===== src/rtl/p4_router_pkg.sv =====
// p4_router_pkg: shared bucket types and policer state encoding for the ingress policer.
package p4_router_pkg;
    localparam int LEVEL_W = 24;

    typedef logic [LEVEL_W-1:0] bucket_decrement_t;
    typedef logic [LEVEL_W-1:0] bucket_depth_threshold_t;
    typedef logic [LEVEL_W-1:0] bucket_level_t;

    typedef enum logic {POL_PASS, POL_DROP} policer_state_e;
endpackage


===== src/rtl/p4_router_ing_policer_if.sv =====
// p4_router_ing_policer_if: AXI-stream bundle carrying classified packets with tuser metadata.
interface p4_router_ing_policer_if #(
    parameter int DATA_BYTES = 64,
    parameter int USER_WIDTH = 64
);
    logic                    tvalid;
    logic                    tready;
    logic [8*DATA_BYTES-1:0] tdata;
    logic [DATA_BYTES-1:0]   tkeep;
    logic [USER_WIDTH-1:0]   tuser;
    logic                    tlast;

    modport master (output tvalid, tdata, tkeep, tuser, tlast, input tready);
    modport slave  (input tvalid, tdata, tkeep, tuser, tlast, output tready);
endinterface


===== src/rtl/p4_router_policer_bucket.sv =====
// p4_router_policer_bucket: one port's leaky bucket with saturating add/leak and threshold compare.
module p4_router_policer_bucket
    import p4_router_pkg::*;
#(
    parameter int ADD_W = 7
) (
    input  logic                    core_clk,
    input  logic                    core_arstn,
    input  logic                    tick,
    input  bucket_decrement_t       decrement,
    input  bucket_depth_threshold_t threshold,
    input  logic [ADD_W-1:0]        add,
    output bucket_level_t           level,
    output logic                    over_thresh
);
    logic [LEVEL_W-1:0]        leak;
    logic signed [LEVEL_W+1:0] nxt;

    assign leak        = tick ? decrement : '0;
    assign nxt         = $signed({2'b00, level}) - $signed({2'b00, leak}) + $signed((LEVEL_W+2)'(add));
    assign over_thresh = level >= threshold;

    // Top bit is the sign (floor at 0); next bit set means past the all-ones ceiling.
    always_ff @(posedge core_clk or negedge core_arstn) begin
        if (!core_arstn) level <= '0;
        else             level <= nxt[LEVEL_W+1] ? '0 : nxt[LEVEL_W] ? '1 : nxt[LEVEL_W-1:0];
    end
endmodule


===== src/rtl/p4_router_ing_policer.sv =====
// p4_router_ing_policer: per-ingress-port leaky-bucket policer with whole-packet drop and 1-cycle skid path.
// Optional drop statistics enabled by defining P4_ROUTER_ING_POLICER_STATS_EN.
module p4_router_ing_policer
    import p4_router_pkg::*;
#(
    parameter int NUM_ING_PORTS = 4,
    parameter int DATA_BYTES    = 64,
    parameter int USER_WIDTH    = 64,
    parameter int PORT_LSB      = 0,
    parameter int TICK_CYCLES   = 16
) (
    input  logic                                         core_clk,
    input  logic                                         core_arstn,
    p4_router_ing_policer_if.slave                       packet_in,
    p4_router_ing_policer_if.master                      packet_out,
    input  logic [NUM_ING_PORTS-1:0]                     policer_enable,
    input  bucket_decrement_t [NUM_ING_PORTS-1:0]        bucket_decrement,
    input  bucket_depth_threshold_t [NUM_ING_PORTS-1:0]  bucket_threshold,
    output bucket_level_t [NUM_ING_PORTS-1:0]            bucket_level,
    output logic [NUM_ING_PORTS-1:0]                     drop_pulse
`ifdef P4_ROUTER_ING_POLICER_STATS_EN
    ,
    input  logic                                         stats_clear,
    output logic [NUM_ING_PORTS-1:0][31:0]               drop_pkt_cnt,
    output logic [NUM_ING_PORTS-1:0][31:0]               drop_byte_cnt
`endif
);
    localparam int PW = NUM_ING_PORTS > 1 ? $clog2(NUM_ING_PORTS) : 1;
    localparam int CW = TICK_CYCLES > 1 ? $clog2(TICK_CYCLES) : 1;
    localparam int KW = $clog2(DATA_BYTES + 1);

    logic [CW-1:0]            tick_cnt;
    logic                     tick;
    logic [PW-1:0]            port, pkt_port, cur_port;
    logic                     port_ok, pkt_ok, cur_ok;
    logic [KW-1:0]            nbytes;
    logic [NUM_ING_PORTS-1:0] over;
    policer_state_e           state;
    logic                     sop, run;
    logic                     drop_sop, drop_beat, in_rdy, acc, acc_pass, o_free;

    logic                    o_v, o_last, s_v, s_last;
    logic [8*DATA_BYTES-1:0] o_data, s_data;
    logic [DATA_BYTES-1:0]   o_keep, s_keep;
    logic [USER_WIDTH-1:0]   o_user, s_user;

    assign tick     = tick_cnt == CW'(TICK_CYCLES - 1);
    assign port     = packet_in.tuser[PORT_LSB +: PW];
    assign port_ok  = {1'b0, port} < (PW+1)'(NUM_ING_PORTS);
    assign cur_port = sop ? port : pkt_port;
    assign cur_ok   = sop ? port_ok : pkt_ok;
    assign drop_sop = sop && port_ok && policer_enable[port] && over[port];
    assign drop_beat = sop ? drop_sop : state == POL_DROP;
    // A dropping packet drains regardless of the downstream skid state.
    assign in_rdy   = run && (!s_v || drop_beat);
    assign acc      = packet_in.tvalid && in_rdy;
    assign acc_pass = acc && !drop_beat;
    assign o_free   = !o_v || packet_out.tready;

    assign packet_in.tready  = in_rdy;
    assign packet_out.tvalid = o_v;
    assign packet_out.tdata  = o_data;
    assign packet_out.tkeep  = o_keep;
    assign packet_out.tuser  = o_user;
    assign packet_out.tlast  = o_last;

    always_comb begin
        nbytes = '0;
        for (int i = 0; i < DATA_BYTES; i++) nbytes = nbytes + KW'(packet_in.tkeep[i]);
    end

    always_ff @(posedge core_clk or negedge core_arstn) begin
        if (!core_arstn) tick_cnt <= '0;
        else             tick_cnt <= tick ? '0 : tick_cnt + 1'b1;
    end

    for (genvar i = 0; i < NUM_ING_PORTS; i++) begin : g_bkt
        p4_router_policer_bucket #(.ADD_W(KW)) u_bkt (
            .core_clk    (core_clk),
            .core_arstn  (core_arstn),
            .tick        (tick),
            .decrement   (bucket_decrement[i]),
            .threshold   (bucket_threshold[i]),
            .add         ((acc_pass && cur_ok && cur_port == PW'(i)) ? nbytes : '0),
            .level       (bucket_level[i]),
            .over_thresh (over[i])
        );
    end

    always_ff @(posedge core_clk or negedge core_arstn) begin
        if (!core_arstn) begin
            state      <= POL_PASS;
            sop        <= 1'b1;
            run        <= 1'b0;
            pkt_port   <= '0;
            pkt_ok     <= 1'b0;
            drop_pulse <= '0;
        end else begin
            run        <= 1'b1;
            drop_pulse <= (acc && drop_sop) ? NUM_ING_PORTS'(1) << port : '0;
            if (acc) begin
                state    <= packet_in.tlast ? POL_PASS : drop_beat ? POL_DROP : POL_PASS;
                sop      <= packet_in.tlast;
                pkt_port <= cur_port;
                pkt_ok   <= cur_ok;
            end
        end
    end

    always_ff @(posedge core_clk or negedge core_arstn) begin
        if (!core_arstn) begin
            {o_v, o_last, o_data, o_keep, o_user} <= '0;
            {s_v, s_last, s_data, s_keep, s_user} <= '0;
        end else if (o_free) begin
            if (s_v) begin
                {o_v, o_last, o_data, o_keep, o_user} <= {1'b1, s_last, s_data, s_keep, s_user};
                s_v <= 1'b0;
            end else begin
                o_v <= acc_pass;
                if (acc_pass)
                    {o_last, o_data, o_keep, o_user} <= {packet_in.tlast, packet_in.tdata, packet_in.tkeep, packet_in.tuser};
            end
        end else if (acc_pass) begin
            {s_v, s_last, s_data, s_keep, s_user} <= {1'b1, packet_in.tlast, packet_in.tdata, packet_in.tkeep, packet_in.tuser};
        end
    end

`ifdef P4_ROUTER_ING_POLICER_STATS_EN
    for (genvar i = 0; i < NUM_ING_PORTS; i++) begin : g_stats
        always_ff @(posedge core_clk or negedge core_arstn) begin
            if (!core_arstn || stats_clear) begin
                drop_pkt_cnt[i]  <= '0;
                drop_byte_cnt[i] <= '0;
            end else if (acc && drop_beat && cur_port == PW'(i)) begin
                drop_pkt_cnt[i]  <= drop_pkt_cnt[i] + 32'(sop);
                drop_byte_cnt[i] <= drop_byte_cnt[i] + 32'(nbytes);
            end
        end
    end
`endif
endmodule


===== src/flat_wrapper.sv =====
// flat-port wrapper written by rule: the top's interface ports become plain ports
module p4_router_ing_policer_flat import p4_router_pkg::*;
#(
    parameter int NUM_ING_PORTS = 4,
    parameter int DATA_BYTES    = 64,
    parameter int USER_WIDTH    = 64,
    parameter int PORT_LSB      = 0,
    parameter int TICK_CYCLES   = 16
)
  (core_clk, core_arstn, policer_enable, bucket_decrement, bucket_threshold, bucket_level, drop_pulse, packet_in_tvalid, packet_in_tdata, packet_in_tkeep, packet_in_tuser, packet_in_tlast, packet_in_tready, packet_out_tvalid, packet_out_tdata, packet_out_tkeep, packet_out_tuser, packet_out_tlast, packet_out_tready);
  p4_router_ing_policer_if #(.DATA_BYTES(DATA_BYTES), .USER_WIDTH(USER_WIDTH)) packet_in_i ();
  p4_router_ing_policer_if #(.DATA_BYTES(DATA_BYTES), .USER_WIDTH(USER_WIDTH)) packet_out_i ();
  input  logic core_clk;
  input  logic core_arstn;
  input  logic [NUM_ING_PORTS-1:0] policer_enable;
  input  bucket_decrement_t [NUM_ING_PORTS-1:0] bucket_decrement;
  input  bucket_depth_threshold_t [NUM_ING_PORTS-1:0] bucket_threshold;
  output bucket_level_t [NUM_ING_PORTS-1:0] bucket_level;
  output logic [NUM_ING_PORTS-1:0] drop_pulse;
  input wire logic [$bits(packet_in_i.tvalid)-1:0] packet_in_tvalid;
  input wire logic [$bits(packet_in_i.tdata)-1:0] packet_in_tdata;
  input wire logic [$bits(packet_in_i.tkeep)-1:0] packet_in_tkeep;
  input wire logic [$bits(packet_in_i.tuser)-1:0] packet_in_tuser;
  input wire logic [$bits(packet_in_i.tlast)-1:0] packet_in_tlast;
  output wire logic [$bits(packet_in_i.tready)-1:0] packet_in_tready;
  output wire logic [$bits(packet_out_i.tvalid)-1:0] packet_out_tvalid;
  output wire logic [$bits(packet_out_i.tdata)-1:0] packet_out_tdata;
  output wire logic [$bits(packet_out_i.tkeep)-1:0] packet_out_tkeep;
  output wire logic [$bits(packet_out_i.tuser)-1:0] packet_out_tuser;
  output wire logic [$bits(packet_out_i.tlast)-1:0] packet_out_tlast;
  input wire logic [$bits(packet_out_i.tready)-1:0] packet_out_tready;
  assign packet_in_i.tvalid = packet_in_tvalid;
  assign packet_in_i.tdata = packet_in_tdata;
  assign packet_in_i.tkeep = packet_in_tkeep;
  assign packet_in_i.tuser = packet_in_tuser;
  assign packet_in_i.tlast = packet_in_tlast;
  assign packet_in_tready = packet_in_i.tready;
  assign packet_out_tvalid = packet_out_i.tvalid;
  assign packet_out_tdata = packet_out_i.tdata;
  assign packet_out_tkeep = packet_out_i.tkeep;
  assign packet_out_tuser = packet_out_i.tuser;
  assign packet_out_tlast = packet_out_i.tlast;
  assign packet_out_i.tready = packet_out_tready;
  p4_router_ing_policer #(.NUM_ING_PORTS(NUM_ING_PORTS), .DATA_BYTES(DATA_BYTES), .USER_WIDTH(USER_WIDTH), .PORT_LSB(PORT_LSB), .TICK_CYCLES(TICK_CYCLES)) u_core (.core_clk(core_clk), .core_arstn(core_arstn), .packet_in(packet_in_i), .packet_out(packet_out_i), .policer_enable(policer_enable), .bucket_decrement(bucket_decrement), .bucket_threshold(bucket_threshold), .bucket_level(bucket_level), .drop_pulse(drop_pulse));
endmodule

===== config.mk =====
export PLATFORM = sky130hd
export DESIGN_NAME = p4_router_ing_policer_flat
export DESIGN_NICKNAME = d
export VERILOG_FILES = /design/src/rtl/p4_router_pkg.sv /design/src/rtl/p4_router_ing_policer_if.sv /design/src/rtl/p4_router_policer_bucket.sv /design/src/rtl/p4_router_ing_policer.sv /design/src/flat_wrapper.sv
export SDC_FILE = /design/constraint.sdc
export NUM_CORES = 2
export LEC_CHECK = 0
export BUFFER_PORTS_ARGS = -buffer_cell sky130_fd_sc_hd__clkbuf_2
export CORE_AREA = 4 4 617 619
export DETAILED_ROUTE_END_ITERATION = 12
export DIE_AREA = 0 0 621 623
export PLACE_DENSITY = 0.47
export SLEW_MARGIN = 20
export SYNTH_ARGS = -nofsm -noshare
export SYNTH_HDL_FRONTEND = slang
export SYNTH_HIERARCHICAL = 1
export SYNTH_SLANG_ARGS = --single-unit

===== constraint.sdc =====
create_clock -name core_clk -period 6.3 [get_ports core_clk]
set_clock_uncertainty 0.2 [all_clocks]
set_input_delay 0.315 -clock core_clk [delete_from_list [all_inputs] [get_ports core_clk]]
set_output_delay 0.315 -clock core_clk [all_outputs]
set_load 0.02 [all_outputs]

[Word-level counts from Yosys, hierarchy flattened]
Cells that the tools add are included.
Cells by class
  $add $sub $neg: 72
  order comparisons: 5
  equal/unequal tests: 4
  shift-type cells: 1
  muxes and demuxes: 38
  bitwise operators: 1
  reductions and logical operators: 21
Operators by type and width (count)
  $mux 512: 2
  $add 7x1->7: 62
  $mux 24: 12
  $mux 64: 4
  $add 25x8->26: 4
  $sub 24x24->25: 4
  $ge 24x24->1: 4
  $mux 7: 4
  $logic_and 1x1->1: 11
  $mux 1: 11
  $mux 4: 2
  $add 4x1->4 const B: 1
  $bmux 1 s2: 2
  $eq 2x2->1 const B: 2
  $eq 4x4->1 const B: 1
  $reduce_and 2->1: 2
  $reduce_bool 2->1: 2
  $shl 1x2->4 const A: 1
  $logic_not 1->1: 3
  $lt 2x3->1 const B: 1
  $add 1x1->2: 1
  $eq 2x1->1 const B: 1
  $logic_not 2->1: 1
  $logic_or 1x1->1: 2
  2 further kinds: 2
Storage, ports and cells
  bits in registers: 1394
  bits of input ports: 841
  word-level logic and storage cells: 163

[Longest topological paths before layout]
  depth in word-level cells: 67
  mapped depth: 32
  depth with buffers taken out: 31

[Modules after synthesis]
Netlist, hierarchy kept.
By module, submodules not included
  p4_router_ing_policer: instances 1, cells an instance 3790, area an instance 57076.0 sq um
  p4_router_policer_bucket (u_core.g_bkt[1].u_bkt ...): instances 3, cells an instance 481, area an instance 3890.0 sq um
  p4_router_policer_bucket (u_core.g_bkt[0].u_bkt): instances 1, cells an instance 480, area an instance 3756.1 sq um

[Least setup slack after synthesis]
OpenSTA, ideal clock, no wires.
  path type: input to register
  from: in packet_in_tkeep[35]
  to: reg u_core.g_bkt[1].u_bkt.level[17]
  setup time: 73 ps
  arrival time: 8277 ps
  data required time: 6027 ps
  slack: -2250 ps
  stages: 32
  path through: inv_1 fa_1 inv_1 fa_1 fa_1 inv_1 fa_1 inv_1 fa_1 fa_1 fa_1 inv_1 fa_1 inv_1 fa_1 a21o_1 a21oi_1 o21bai_1 a21oi_1 nor2_1 ha_1 a211o_1 nor2_1 o21ai_0 o211ai_1 or3b_1 nor4b_2 nand4_2 or3_4 o21a_4 buf_6 a21oi_2
Between the ends
  cells in the longest elaborated chain, start to end: 33
Ends and longest elaborated chain
  from (decl): line flat_wrapper.sv:22  | input wire logic [$bits(packet_in_i.tkeep)-1:0] packet_in_tkeep;
  $add 7x1->7 (*) (29 in series): line p4_router_ing_policer.sv:69  | for (int i = 0; i < DATA_BYTES; i++) nbytes = nbytes + KW'(packet_in.tkeep[i]);
  $mux 7 (*): line p4_router_ing_policer.sv:84  | .add ((acc_pass && cur_ok && cur_port == PW'(i)) ? nbytes : '0),
  $add 25x8->26 (*): line p4_router_policer_bucket.sv:20  | assign nxt = $signed({2'b00, level}) - $signed({2'b00, leak}) + $signed((LEVEL_W+2)'(add));
  $mux 24: line p4_router_policer_bucket.sv:26  | else level <= nxt[LEVEL_W+1] ? '0 : nxt[LEVEL_W] ? '1 : nxt[LEVEL_W-1:0];
  $mux 24 (*): line p4_router_policer_bucket.sv:26
  to (signal assigned): line p4_router_policer_bucket.sv:26
  to (decl): line p4_router_policer_bucket.sv:13  | output bucket_level_t level,
Mark *: on every way between the ends. The rest lies on a longest branch, timed or not.
A chain may end at the register's enable or synchronous reset.

[Final worst setup path]
  from: in packet_in_tkeep[47]
  to: reg u_core.g_bkt[3].u_bkt.level[23]
Between the ends
  cells in the longest elaborated chain, start to end: 21
Ends and longest elaborated chain (line)
  $add 7x1->7 (*) (17 in series): p4_router_ing_policer.sv:69
  $mux 7 (*): p4_router_ing_policer.sv:84
  $add 25x8->26 (*): p4_router_policer_bucket.sv:20
  $mux 24: p4_router_policer_bucket.sv:26
  $mux 24 (*): p4_router_policer_bucket.sv:26
  to (signal assigned): p4_router_policer_bucket.sv:26
  to (decl): p4_router_policer_bucket.sv:13
Marks and branches as above.

==> qor.csv <==
metric,value,unit
cp.buffers_inverters,6,
ys_types,98,
ff2ff_path_depth,35,
post-route-util,0.276,
yosys-top-cells-area,"dfrtp_1 48%, mux2_4 10%, o221a_1 7.6%",
ys_seq_area_frac,0.481,
p_per_area,623,mW/mm^2
fin_crit_sh,1.28,
timing.fmax,0.124,GHz
place_congestion,0.940,
path_clk_slew,0.06,ns
drt_iter0_drc,4479,
maxCapViolCount,0,
setup_viol,96,
crit_slowest_cell,fa_1,
final_hold_viol_count,0,
avgSynthCellArea,12.7,sq um
synth_seq_cells,1394,
ys.flop_type,dfrtp_1,
start_util,0.193,
nets,9511,
die_y,623,um
antenna_found_initial,124,
critical_path_depth,32,
clk_latency,0.86,ns
rows,225,
first_pass_iters,5,
track_usage,0.184,
synth_top_area_cell,dfrtp_1,
synth.cell_area,0.0725,sq mm
period_needed,8.05,ns
grt_pass1_vias,63228,
drive_gt1_frac,0.464,
htree_levels,4,
cp_max_fo,7,
cts_tree,built,
clock_path_buffers,4,
core,0.375,sq mm
synthArstFlopShare,1.00,
fin_total_pwr,64.4,mW
worst_slew_pin_slew,1.27,ns
tns,-152.22,ns
cts-root-buf,clkbuf_16,
drv_slew,0,
cp_top_family,adder cells,
critPathKind,input port to register,
whs,0.103,ns
relSlewSlack,0.155,
grt_start_max_net_pins,181,
worstPathArrival,8.57,ns
path_common_cell,fa_1,
synth.most_common_cell,dfrtp_1,
syn_inst,5713,
yosys_warnings,6,
die_x,621,um
status,"complete, but fails checks",
power_leakage,44.9,nW
clock-sinks,1394,
rsz0062_at_grt,true,
syn_to_final_growth,42.7,%
grt_pass1_wl,518000,um
synth_edf_count,0,
numCtsBuffers,181,
dp_hpwl,290000,um
critPathMaxStageDelay,0.57,ns
via_count,60185,
dieArea,0.387,sq mm
postRouteAntennaNets,0,
fin_ws,-1.75,ns
synth_nets,6856,
start_kind,input port,
endpoint_kind,register,
synth_top_area_frac,0.481,
worstHoldPathType,input port to async pin,
io_pins,1584,
violations,negative setup slack,
wirelength,371000,um
drc,0,
netlist_top_cells_count,"1393 x dfrtp_1, 651 x or2_2, 490 x mux2_4, 490 x o221a_1, 266 x inv_1",
cp.required,6.82,ns
grt_overflow,0,
irDropWorstVdd,1.54,mV
avgViaCountPerCell,4.44,
wl_per_cell,27.3,um
numPortBuffers,1583,
timing repair:
action | in CTS | in global routing
endpoints found under the hold margin | 1730 | 0
pin swaps | 23 | 22
gates cloned | 13 | 1
buffers inserted | 9 | 9
endpoints found under the setup margin | 96 | 96
resized for setup | 44 | 46
hold buffers | 840 | 0
cell usage in the layout (no fill, tap or decap), types with 28 or more instances in the layout:
cell           Yosys  layout
or2_2            651     651
a21oi_1          139     128
mux2_2           156     156
nor2_1           146     139
buf_4              2     312
buf_12             3      67
dfrtp_1         1393    1393
nor3_1            38      38
mux2_4           490     490
ha_1             240     233
o21a_1            29      28
clkbuf_2           0    1577
a21o_1            64      64
o21ai_0           83      77
dlygate4sd3_1      0     839
clkbuf_1         104      32
o211ai_1          43      43
clkbuf_8           0      33
nand3_1           45      44
clkbuf_16          0     183
nand2_1          227     225
inv_1            266     250
o221a_1          490     490
o221a_2          151     151
clkinv_2           0      29
diode_2            0      64
xor2_1            35      35
xnor2_1          103      99
fa_1              62      56
nand2b_1          41      41
a21oi_2           83      92
cells by family after synthesis:
logic type | count (synthesis) | share of synthesized area
compound gates | 1293 | 0.165
xor+xnor | 141 | 0.0178
fa+ha+maj | 302 | 0.0585
buf+inv | 614 | 0.0483
flops | 1394 | 0.481
mux | 652 | 0.127
other cells | 1 | 0.0000517
simple gates | 1316 | 0.102
per-layer routing:
metal / track usage / up-vias / wire length [um]
li1: - / 26395 / -
met1: 0.227 / 31095 / 153000
met2: 0.303 / 2043 / 175000
met3: 0.0456 / 602 / 24100
met4: 0.0789 / 50 / 18300
met5: 0 / - / 331
per-stage QoR:
step                      cell area (sq um)  std cells  worst slack (ns)
after CTS                            103000      13496             -1.64
after global placement                87900      12308             -2.76
after global routing                 103000      13545             -1.97
after floorplan                       72600       5713             -2.01
final                                103000      13569             -1.75
after detailed placement              87900      12308             -2.84
sequential cells by signal, summed over array words and instances, names as in the netlist, 2 cells and up:
signal                    count
u_core/g_bkt.u_bkt/level     96
u_core/packet_out.tkeep      64
u_core/packet_out.tuser      64
u_core/tick_cnt               4
u_core/s_keep                64
u_core/s_user                64
u_core/drop_pulse             4
u_core/packet_out.tdata     512
u_core/s_data               512
u_core/pkt_port               2
path summary, 6_finish.rpt:
check                                                         start                                         to  slack, ns
setup / recovery                                packet_in_tkeep[47]  u_core/g_bkt[3].u_bkt/level[23]$_DFF_PN0_      -1.75
hold / removal                                           core_arstn   u_core/packet_out.tdata[279]$_DFFE_PN0P_       0.10
setup reg to reg           u_core/g_bkt[1].u_bkt/level[0]$_DFF_PN0_  u_core/g_bkt[2].u_bkt/level[22]$_DFF_PN0_      -0.92
hold reg to reg                       u_core/s_keep[52]$_DFFE_PN0P_              u_core/s_keep[52]$_DFFE_PN0P_       0.30
max in group asynchronous                                core_arstn             u_core/s_data[108]$_DFFE_PN0P_       4.43
min in group core_clk                          packet_in_tdata[428]   u_core/packet_out.tdata[428]$_DFFE_PN0P_       0.11
layout make-up:
type                       count  area (sq um)
timing repair buffer        2808         20200
clock buffer                 247          5130
sequential                  1394         34900
multi-input combinational   3717         34700
clock inverter                79          1200
antenna                       64           160
inverter                     266          1010
tap                         4994          6250
fill                       39149        272000
worst reg2reg max path: cells and delay by family, from the launching register on:
family	cells	cell delay, ns
AOI/OAI and AO/OA	14	2.73
adders and majority gates	3	0.93
buffers and inverters	7	1.02
DFF	1	0.34
muxes	1	0.50
and+or+nand+nor	10	1.39
power by group:
part | switching (mW) | internal (mW)
combinational | 20.5 | 16.0
sequential | 3.33 | 13.4
clock | 4.45 | 6.75
total | 28.2 | 36.2
No activity file was read; power rests on OpenSTA's default activity.
